`config.mk`:
```
export PLATFORM = sky130hd
export DESIGN_NAME = servo_slew_sched
export DESIGN_NICKNAME = d
export VERILOG_FILES = /design/src/rtl/servo_slew_sched.sv
export SDC_FILE = /design/constraint.sdc
export NUM_CORES = 1
export LEC_CHECK = 0
export CORE_UTILIZATION = 56
export CTS_CLUSTER_DIAMETER = 30
export DETAILED_ROUTE_END_ITERATION = 10
export PLACE_DENSITY = 0.75
export RECOVER_POWER = 50
export SYNTH_ARGS = -nofsm -noshare
export SYNTH_HDL_FRONTEND = slang
export SYNTH_SLANG_ARGS = --single-unit
```
`constraint.sdc`:
```
create_clock -name CLK -period 4.5 [get_ports CLK]
set_clock_uncertainty 0.2 [all_clocks]
set_input_delay 1.125 -clock CLK [delete_from_list [all_inputs] [get_ports CLK]]
set_output_delay 1.125 -clock CLK [all_outputs]
set_load 0.02 [all_outputs]
```
`src/rtl/servo_slew_sched.sv`:
```
// Servo command scheduler: parses FF/channel/position packets into per-channel targets and slews positions once per frame.
// Latency: target write 1 clk after the position byte; o_pos moves only on frame wrap; no backpressure (i_rx_dv is never stalled).
module servo_slew_sched #(
    parameter int         NUM_CH       = 6,
    parameter int         FRAME_CLKS   = 320000,
    parameter int         STEP         = 4,
    parameter int         TIMEOUT_CLKS = 16000,
    parameter logic [7:0] SYNC         = 8'hFF
) (
    input  logic                  CLK,
    input  logic                  RST_N,
    input  logic [7:0]            i_rx_byte,
    input  logic                  i_rx_dv,
    output logic [8*NUM_CH-1:0]   o_pos,
    output logic                  o_frame_tick,
    output logic                  o_busy,
    output logic                  o_err
);

    localparam int FW = $clog2(FRAME_CLKS + 1);
    localparam int TW = $clog2(TIMEOUT_CLKS + 1);
    localparam logic [FW-1:0] FRAME_LAST = FW'(FRAME_CLKS - 1);
    localparam logic [TW-1:0] TO_LAST    = TW'(TIMEOUT_CLKS - 1);
    localparam logic [8:0]    STEP9      = 9'(STEP);

    typedef enum logic [1:0] {S_SYNC, S_CHAN, S_POS} state_t;

    state_t                   state_q, state_d;
    logic [2:0]               ch_q, ch_d;
    logic [TW-1:0]            to_q, to_d;
    logic [FW-1:0]            frame_q, frame_d;
    logic [NUM_CH-1:0][7:0]   tgt_q, tgt_d;
    logic [NUM_CH-1:0][7:0]   cur_q, cur_d;
    logic                     tick_q, tick_d;
    logic                     busy_q, busy_d;
    logic                     err_q, err_d;
    logic                     wrap;

    // 9-bit arithmetic keeps the clamp exact near 0 and 255.
    function automatic logic [7:0] slew(input logic [7:0] cur, input logic [7:0] tgt);
        logic [8:0] c9;
        logic [8:0] t9;
        c9   = {1'b0, cur};
        t9   = {1'b0, tgt};
        slew = cur;
        if (c9 < t9) begin
            slew = (c9 + STEP9 >= t9) ? tgt : 8'(c9 + STEP9);
        end else if (c9 > t9) begin
            slew = (c9 < t9 + STEP9) ? tgt : 8'(c9 - STEP9);
        end
    endfunction

    always_comb begin
        state_d = state_q;
        ch_d    = ch_q;
        tgt_d   = tgt_q;
        to_d    = to_q;
        err_d   = 1'b0;
        case (state_q)
            S_SYNC: begin
                to_d = '0;
                if (i_rx_dv && i_rx_byte == SYNC) state_d = S_CHAN;
            end
            S_CHAN: begin
                if (i_rx_dv) begin
                    if (i_rx_byte == SYNC) begin
                        state_d = S_CHAN;
                    end else if (i_rx_byte < 8'(NUM_CH)) begin
                        ch_d    = i_rx_byte[2:0];
                        state_d = S_POS;
                    end else begin
                        err_d   = 1'b1;
                        state_d = S_SYNC;
                    end
                end
            end
            S_POS: begin
                if (i_rx_dv) begin
                    if (i_rx_byte == SYNC) begin
                        err_d   = 1'b1;
                        state_d = S_CHAN;
                    end else begin
                        for (int i = 0; i < NUM_CH; i++) begin
                            if (3'(i) == ch_q) tgt_d[i] = i_rx_byte;
                        end
                        state_d = S_SYNC;
                    end
                end
            end
            default: state_d = S_SYNC;
        endcase
        // A byte arriving always wins over the timeout on the same cycle.
        if (state_q != S_SYNC) begin
            if (i_rx_dv) begin
                to_d = '0;
            end else if (to_q == TO_LAST) begin
                to_d    = '0;
                err_d   = 1'b1;
                state_d = S_SYNC;
            end else begin
                to_d = to_q + 1'b1;
            end
        end
    end

    always_comb begin
        wrap    = (frame_q == FRAME_LAST);
        frame_d = wrap ? '0 : frame_q + 1'b1;
        tick_d  = wrap;
        cur_d   = cur_q;
        busy_d  = 1'b0;
        for (int i = 0; i < NUM_CH; i++) begin
            if (wrap) cur_d[i] = slew(cur_q[i], tgt_q[i]);
            if (cur_q[i] != tgt_q[i]) busy_d = 1'b1;
        end
    end

    always_ff @(posedge CLK or negedge RST_N) begin
        if (!RST_N) begin
            state_q <= S_SYNC;
            ch_q    <= '0;
            to_q    <= '0;
            frame_q <= '0;
            tgt_q   <= {NUM_CH{8'd128}};
            cur_q   <= {NUM_CH{8'd128}};
            tick_q  <= 1'b0;
            busy_q  <= 1'b0;
            err_q   <= 1'b0;
        end else begin
            state_q <= state_d;
            ch_q    <= ch_d;
            to_q    <= to_d;
            frame_q <= frame_d;
            tgt_q   <= tgt_d;
            cur_q   <= cur_d;
            tick_q  <= tick_d;
            busy_q  <= busy_d;
            err_q   <= err_d;
        end
    end

    assign o_pos        = cur_q;
    assign o_frame_tick = tick_q;
    assign o_busy       = busy_q;
    assign o_err        = err_q;

endmodule

```
==> flow_summary.yaml <==
outcome:
  status: "complete, but fails checks"
  failed_checks: "max-capacitance violations, max-slew violations"
yosys:
  netlist_instances: 1241
  synth_common_cells: "144 x ha_1, 125 x dfrtp_1, 98 x inv_1"
  yosysTopAreaCell: "dfrtp_1"
  synth_nets: 1396
  synth_edf_count: 0
  synth-seq-cells: 137
  seq_area_frac_synth_pct: 30.78
  netlist_area_um2: 11190
  synth_cell_types: 93
  synth_ff_type: "dfrtp_1"
  synth_top_area_share_pct: 27.96
  async_flop_share_pct: 100.0
  synth.most_common_cell: "ha_1"
  yosys_warnings: 0
  yosys-top-cells-area: "dfrtp_1 28%, ha_1 16%, xnor2_1 4.1%"
  avgSynthCellArea_um2: 9.015
layout:
  diodes: 0
  postLayoutCoreUtil_pct: 64.83
  fin_nets: 1454
  fin_cells: 1577
  syn2layout_area_growth_pct: 13.15
  design_area_um2: 12660
  drive_above_1_share_pct: 9.832
timing:
  fmax_mhz: 276.1
  finalSetupViolCount: 0
  tns_ns: 0
  min_period_over_period_pct: 80.49
  period_needed_ns: 3.622
  slew_headroom_pct: -61.13
  worstMarginPinSlew_ns: 2.417
  rsz0062_at_grt: "no"
  hold_slack_ns: 0.2943
  final_max_slew_viol_count: 92
  setup_slack_ns: 0.8781
  hold_viol_final: 0
pwr:
  power_density_nw_per_um2: 246.7
  irDropWorstVdd_mv: 0.2989
  power_mw: 3.123
  leakage_nw: 5.748
drt:
  first_pass_iters: 6
  dr.first_iter.drc_count: 759
  vias: 9714
  ant_nets: 0
  wl_per_cell_um: 17.48
  routed_wl_mm: 27.56
  via_per_inst: 6.160
  drc: 0
placement:
  place.gp.congestion: 0.9509
  io_buffer_count: 61
  post-place-ws_ns: 0.9046
  dpl.hpwl_mm: 20.33
  placed_cells: 1545
  dpl_cell_area_um2: 12060
clocking:
  clk_latency_ns: 0.43
  cts_setup_buffers: 0
  htree_levels: 4
  hold_buffers: 0
  clkTransAtPathRegs_ns: 0.07
  clock_path_buffers: 2
  cts-root-buf: "clkbuf_16"
  cts_buffers: 17
  clock-sinks: 137
  cts_tree: "built"
  cts_resized: 0
worst_setup_path:
  crit_arrival_ns: 3.73
  worst-setup-path-type: "flop to flop"
  endpoint_kind: "flop"
  cp_max_fo: 11
  critical_path_required_ns: 4.61
  cp-start-kind: "flop"
grt:
  grt_antenna_before_repair: 0
  grt-ovfl-total: 0
  grt_pass1_wl_mm: 46.07
  grt_pass1_vias: 9291
  grt_start_max_net_pins: 93
  gr-usage-all-layers_pct: 28.33
floorplanning:
  die_x_um: 143.3
  start_util_pct: 57.30
  dieArea_um2: 20550
  ios: 62
  die_y_um: 143.3
  core_um2: 19530
  rows: 51
hold_path:
  worstHoldPathType: "flop to flop"
flow_run:
  drv_cap: 1
==> per-layer routing <==
layer / up-vias / routed length (um) / track usage, %
li1: 4689 / - / -
met1: 4642 / 12600 / 38.21
met2: 331 / 12970 / 46.75
met3: 52 / 1429 / 3.865
met4: 0 / 561 / 9.742
met5: - / 0 / 0
==> cell families (layout without fill, tap and decap cells) <==
kind of cell | after synthesis | in the layout | share of synthesized area, %
buf+inv | 133 | 204 | 4.798
mux | 45 | 45 | 4.529
flops | 137 | 137 | 30.78
xor+xnor | 81 | 81 | 6.341
fa+ha+maj | 144 | 144 | 16.10
compound gates | 311 | 311 | 19.92
simple gates | 390 | 390 | 17.54
==> layout make-up <==
class / instances / area (um^2)
Clock buffer: 17 / 425.4
Clock inverter: 15 / 188.9
Fill cell: 1669 / 6867
Inverter: 101 / 379.1
Multi-Input combinational cell: 971 / 7202
Sequential cell: 137 / 3443
Tap cell: 265 / 331.6
Timing Repair Buffer: 71 / 689.4
==> cells in the final DEF (no fill, tap or decap), types with 10 or more instances in the layout <==
| master | instances |
|---|---|
| nand2_1 | 96 |
| o21ai_1 | 26 |
| mux2_2 | 35 |
| clkbuf_16 | 17 |
| o21ai_0 | 47 |
| nand2b_1 | 10 |
| xor2_1 | 29 |
| nor2_1 | 77 |
| a21o_1 | 12 |
| nor4_1 | 14 |
| o211ai_1 | 21 |
| nor3_1 | 32 |
| and3_1 | 24 |
| inv_1 | 99 |
| dfstp_2 | 12 |
| mux2_1 | 10 |
| nand3_1 | 65 |
| nand4_1 | 19 |
| a21oi_1 | 61 |
| ha_1 | 144 |
| dfrtp_1 | 125 |
| a211o_1 | 12 |
| xnor2_1 | 52 |
| clkdlybuf4s50_1 | 59 |
==> flip-flops by register name, indices dropped and copies added, names as in the netlist <==
signal,flops
state_q,2
o_err,1
tgt_q,48
frame_q,19
ch_q,3
o_frame_tick,1
o_busy,1
to_q,14
o_pos,48
==> worst max-delay path: stages (launching register included) <==
cell and delay, ns:
dfrtp_1 0.59, nand3_1 0.17, or2_2 0.33, xnor2_1 0.20
ha_1 0.27, and3_1 0.19, and3_1 0.18, a221oi_1 0.43
and3_1 0.29, nor2_1 0.11, and3_1 0.24, mux2_1 0.31
==> report_power, final <==
part	switching, mW	internal, mW
clock	0.581	0.883
combinational	0.220	0.140
sequential	0.0350	1.26
total	0.836	2.29
==> worst paths after layout <==
path / from / endpoint / slack (ns) / depth (start not counted)
setup reg to reg: o_pos[28] / o_pos[25] / 0.88 / 11
hold / removal: tgt_q[1] / o_pos[1] / 0.29 / 1
setup / recovery: o_pos[28] / o_pos[25] / 0.88 / 11
max in group asynchronous: RST_N / o_pos[17] / 1.45 / 1
min in group asynchronous: RST_N / o_pos[20] / 1.17 / 1
hold reg to reg: tgt_q[1] / o_pos[1] / 0.29 / 1
Note: power is estimated with default switching activity, not from simulation.
